--- config.mk ---
export PLATFORM = sky130hd
export DESIGN_NAME = sevseg_disp_sched
export DESIGN_NICKNAME = d
export VERILOG_FILES = /design/src/rtl/sevseg_disp_sched.sv
export SDC_FILE = /design/constraint.sdc
export NUM_CORES = 1
export LEC_CHECK = 0
export CORE_ASPECT_RATIO = 0.9
export CORE_MARGIN = 5
export CORE_UTILIZATION = 40
export CTS_BUF_LIST = sky130_fd_sc_hd__clkbuf_16
export CTS_CLUSTER_DIAMETER = 150
export CTS_CLUSTER_SIZE = 10
export DETAILED_ROUTE_END_ITERATION = 12
export HOLD_SLACK_MARGIN = 0.03
export PLACE_DENSITY = 0.8
export SLEW_MARGIN = 40
export SYNTH_ARGS = -nofsm -noshare
export SYNTH_HDL_FRONTEND = slang
export SYNTH_SLANG_ARGS = --single-unit
--- constraint.sdc ---
create_clock -name clk -period 2.2 [get_ports clk]
set_input_delay 0.44 -clock clk [delete_from_list [all_inputs] [get_ports clk]]
set_output_delay 0.44 -clock clk [all_outputs]
set_load 0.01 [all_outputs]
--- src/rtl/sevseg_disp_sched.sv ---
// Display-value scheduler for the 8-digit seven-segment scanner: shows a background
// value and, on request, holds one fixed-priority message for HOLD_CYCLES cycles.
module sevseg_disp_sched #(
   parameter int NUM_MSG     = 2,
   parameter int HOLD_CYCLES = 150_000_000
) (
   input  logic                  clk,
   input  logic                  arst_n,
   input  logic                  clear,
   input  logic [31:0]           bg_val,
   input  logic [NUM_MSG-1:0]    msg_valid,
   input  logic [NUM_MSG*32-1:0] msg_data,
   output logic [NUM_MSG-1:0]    msg_ready,
   output logic [31:0]           sevseg_32bit_hex_val,
   output logic [2:0]            active_src,
   output logic                  busy
);

   localparam int CNT_W = $clog2(HOLD_CYCLES);

   typedef enum logic [0:0] {
      ST_IDLE = 1'b0,
      ST_SHOW = 1'b1
   } state_t;

   state_t             state_r;
   state_t             state_nxt_s;
   logic [CNT_W-1:0]   cnt_r;
   logic [CNT_W-1:0]   cnt_nxt_s;
   logic [31:0]        hex_r;
   logic [31:0]        hex_nxt_s;
   logic [2:0]         src_r;
   logic [2:0]         src_nxt_s;
   logic               busy_r;
   logic               busy_nxt_s;

   logic               grant_vld_s;
   logic [1:0]         grant_idx_s;
   logic [31:0]        grant_data_s;
   logic               accept_s;

   // Fixed-priority pick: ascending scan so the highest valid index wins.
   always_comb begin
      grant_vld_s  = 1'b0;
      grant_idx_s  = 2'd0;
      grant_data_s = 32'h0000_0000;
      for (int i = 0; i < NUM_MSG; i++) begin
         grant_vld_s  = grant_vld_s | msg_valid[i];
         grant_idx_s  = msg_valid[i] ? 2'(i) : grant_idx_s;
         grant_data_s = msg_valid[i] ? msg_data[i*32 +: 32] : grant_data_s;
      end
   end

   // Ready is gated by reset too, so nothing is offered while the block is held in reset.
   assign accept_s = arst_n & ~clear & (state_r == ST_IDLE) & grant_vld_s;

   // One-hot ready strobe toward the winning requester.
   always_comb begin
      msg_ready = {NUM_MSG{1'b0}};
      for (int i = 0; i < NUM_MSG; i++) begin
         msg_ready[i] = accept_s & (grant_idx_s == 2'(i));
      end
   end

   // Next-state and next-output selection; clear overrides every state.
   always_comb begin
      state_nxt_s = ST_IDLE;
      hex_nxt_s   = bg_val;
      src_nxt_s   = 3'd0;
      busy_nxt_s  = 1'b0;
      cnt_nxt_s   = {CNT_W{1'b0}};
      if (clear) begin
         state_nxt_s = ST_IDLE;
         hex_nxt_s   = bg_val;
         src_nxt_s   = 3'd0;
         busy_nxt_s  = 1'b0;
         cnt_nxt_s   = {CNT_W{1'b0}};
      end else begin
         case (state_r)
            ST_IDLE: begin
               if (accept_s) begin
                  state_nxt_s = ST_SHOW;
                  hex_nxt_s   = grant_data_s;
                  src_nxt_s   = {1'b0, grant_idx_s} + 3'd1;
                  busy_nxt_s  = 1'b1;
                  cnt_nxt_s   = CNT_W'(HOLD_CYCLES - 1);
               end else begin
                  state_nxt_s = ST_IDLE;
                  hex_nxt_s   = bg_val;
                  src_nxt_s   = 3'd0;
                  busy_nxt_s  = 1'b0;
                  cnt_nxt_s   = cnt_r;
               end
            end
            ST_SHOW: begin
               // Leaving on the zero count keeps the message up for exactly HOLD_CYCLES.
               if (cnt_r == {CNT_W{1'b0}}) begin
                  state_nxt_s = ST_IDLE;
                  hex_nxt_s   = bg_val;
                  src_nxt_s   = 3'd0;
                  busy_nxt_s  = 1'b0;
                  cnt_nxt_s   = {CNT_W{1'b0}};
               end else begin
                  state_nxt_s = ST_SHOW;
                  hex_nxt_s   = hex_r;
                  src_nxt_s   = src_r;
                  busy_nxt_s  = 1'b1;
                  cnt_nxt_s   = cnt_r - CNT_W'(1);
               end
            end
            default: begin
               state_nxt_s = ST_IDLE;
               hex_nxt_s   = bg_val;
               src_nxt_s   = 3'd0;
               busy_nxt_s  = 1'b0;
               cnt_nxt_s   = {CNT_W{1'b0}};
            end
         endcase
      end
   end

   // State, hold counter and registered display outputs.
   always_ff @(posedge clk or negedge arst_n) begin
      if (!arst_n) begin
         state_r <= ST_IDLE;
         cnt_r   <= {CNT_W{1'b0}};
         hex_r   <= 32'h0000_0000;
         src_r   <= 3'd0;
         busy_r  <= 1'b0;
      end else begin
         state_r <= state_nxt_s;
         cnt_r   <= cnt_nxt_s;
         hex_r   <= hex_nxt_s;
         src_r   <= src_nxt_s;
         busy_r  <= busy_nxt_s;
      end
   end

   assign sevseg_32bit_hex_val = hex_r;
   assign active_src           = src_r;
   assign busy                 = busy_r;

endmodule

==> out/results.tsv <==
metric	value	unit
status	complete, but fails checks	
violations	setup timing	
critPathLaunchType	flop	
synth_top_area_frac	0.446	
hold_violations	0	
synth_area	0.00354	mm²
synth_edf_count	0	
grt_overflow	0	
num_rows	32	
holdCritPathClass	in -> async	
max_freq	425	MHz
syn_inst	408	
ctsRootBufferMaster	clkbuf_16	
placed_cells	671	
synthMuxAreaShare	0.0202	
pre_cts_ws	-0.323	ns
period_minus_slack	2.35	ns
fin_ws	-0.153	ns
port-buffer-count	137	
post_drt_wl_per_cell	20.5	µm
crit_path_end_kind	flop	
syn-num-nets	511	
finalSetupViolations	55	
cts_tree	built	
crit_required	2.40	ns
core-area	0.00861	mm²
die-area	0.0108	mm²
fp.dieW	109	µm
diodes	0	
dp_hpwl	9280	µm
cts_hold_buf	0	
maxSlewHeadroom	0.597	
final_util	0.703	
total_leakage_power	0.00245	µW
drtAntennaViolNets	0	
placed_area	0.00528	mm²
grt.total_usage	0.231	
crit_fanout	2	
grt_antenna_before_repair	0	
max-cap-violations	0	
clock-sinks	63	
drtIter0Drc	383	
synth_adder_area_share	0.00707	
nNetsFinal	688	
skew	0.00720	ns
clk_pin_slew_worst_paths	0.05	ns
viasPerCell	5.95	
period_share	1.07	
yosysTopAreaCell	dfrtp_1	
grt_pass1_wl	19800	µm
synth_compound_area_frac	0.272	
final_cells	709	
synth_xor_area_frac	0.0124	
ys_async_sr_fraction	1.00	
place_congestion	0.959	
synth_ff_type	dfrtp_1	
avgSynthCellArea	8.67	µm²
synth-seq-cells	63	
cts_buffers	9	
vias	4219	
wl	14500	µm
whs	0.252	ns
fill_cells	597	
max_slew.worst_pin.slew	0.605	ns
critPathKind	reg -> reg	
cp.arrival	2.55	ns
yosys_warnings	0	
grt_start_max_net_pins	43	
grt_pass1_vias	3882	
finalInstanceArea	0.00605	mm²
rsz0062_at_grt	true	
seq_area_frac_synth	0.446	
final_layout_size_suffix_gt1_frac	0.195	
power_density	700	mW/mm²
drc_errors	0	
clock_latency	0.33	ns
synthSimpleGateAreaFrac	0.196	
syn2layout_area_growth	71.0	%
synth_area_leaders	dfrtp_1, o21ai_0, a221o_1	
ys_types	49	
ioPinCount	139	
cts_max_level	3	
slew_viol_final	0	
vdd_drop_max	0.000416	V
die_h	99.2	µm
synth_top_family_by_area	compound AO/OA/AOI/OAI gates	
drt-pass1-iter-count	5	
initial_core_util	0.411	
clockBufferDepth	2	
[worst paths after layout]
path / from / to / cells after the start / slack (ns)
setup / recovery: cnt_r[13] / cnt_r[23] / 5 / -0.15
max in group asynchronous: arst_n / cnt_r[15] / 3 / 1.44
setup reg to reg: cnt_r[13] / cnt_r[23] / 5 / -0.15
min in group clk: sevseg_32bit_hex_val[21] / sevseg_32bit_hex_val[21] / 2 / 0.48
hold / removal: arst_n / cnt_r[2] / 3 / 0.25
hold reg to reg: sevseg_32bit_hex_val[21] / sevseg_32bit_hex_val[21] / 2 / 0.48
[synthesized netlist by cell type (all sizes together), types with 2 or more instances]
master	instances
nand3	19
buf	3
a221o	32
inv	5
nor2	26
nor3b	2
ha	2
a21o	2
nor3	10
xnor2	2
a211oi	2
o21ai	77
o211ai	4
or4	4
nand4	8
dfrtp	63
and3	3
xor2	3
nand2b	2
nand2	54
mux2i	6
a31oi	3
a21oi	14
o311ai	4
and2	3
clkbuf	31
nor4	7
[per-stage QoR]
stage | total power, µW | setup TNS [ns]
global placement | 2530 | -0.536
CTS | 4020 | -0.210
global route | 4410 | -9.21
detailed placement | 2580 | -0.882
floorplan | 1930 | -0.0699
finish | 4230 | -4.15
[cell families (layout without fill, tap and decap cells)]
group | Yosys count | count (layout)
compound gates | 147 | 148
simple gates | 144 | 144
flops | 63 | 63
buf+inv | 39 | 220
mux | 7 | 7
xor+xnor | 5 | 5
fa+ha+maj | 2 | 2
other cells | 1 | 1
[power by group]
part / internal [µW] / switching [µW]
registers: 1290 / 129
logic: 734 / 691
clock network: 867 / 517
[state kept, by name, summed over array words and instances (netlist names)]
register and count:
active_src 2, busy 1, cnt_r 28, sevseg_32bit_hex_val 32
[area by class of cell]
cell class	count	area [µm²]	area share
inverter	5	18.8	0.00310
multi-input combinational	307	2010	0.332
clock buffer	9	225	0.0372
clock inverter	7	65.1	0.0108
tap	119	149	0.0246
timing repair buffer	199	2010	0.332
sequential	63	1580	0.261
[worst max-delay path, stage by stage, from the launching register on]
cell	delay, ns
dfrtp_1	0.38
or4_4	0.54
or4_4	0.51
or4_4	0.51
mux2i_2	0.19
o32ai_1	0.10
[metal layers]
| layer | vias up | global-route usage | routed length (µm) | part of all wire |
|---|---|---|---|---|
| met3 | 43 | 0.0558 | 1210 | 0.083 |
| met5 | - | 0 | 0 | 0 |
| met2 | 251 | 0.397 | 7410 | 0.51 |
| li1 | 1883 | - | - | - |
| met4 | 0 | 0.0806 | 410 | 0.028 |
| met1 | 2042 | 0.282 | 5500 | 0.38 |
[what timing repair did]
action	in CTS	in global routing
gates resized for setup	13	72
setup endpoints to repair	38	51
cloned	1	7
setup buffers	4	10
pin swaps	4	9
[cell usage in the layout, fill, tap and decap left out, drive strengths merged, types with 2 or more instances in the layout]
cell type and instances:
xor2 3, nor4 7, o211ai 4, or4 4
nor3 10, nand2 54, inv 6, o311ai 4
a221o 32, nor3b 2, o21ai 77, nand3 19
a211oi 2, nor2 26, a21oi 14, clkbuf 13
ha 2, xnor2 2, mux2i 6, nand2b 2
a21o 2, and3 3, a31oi 4, dfrtp 63
buf 59, clkdlybuf4s50 134, clkinv 4, and2 3
nand4 8
Note: power is estimated with default switching activity, not from simulation.
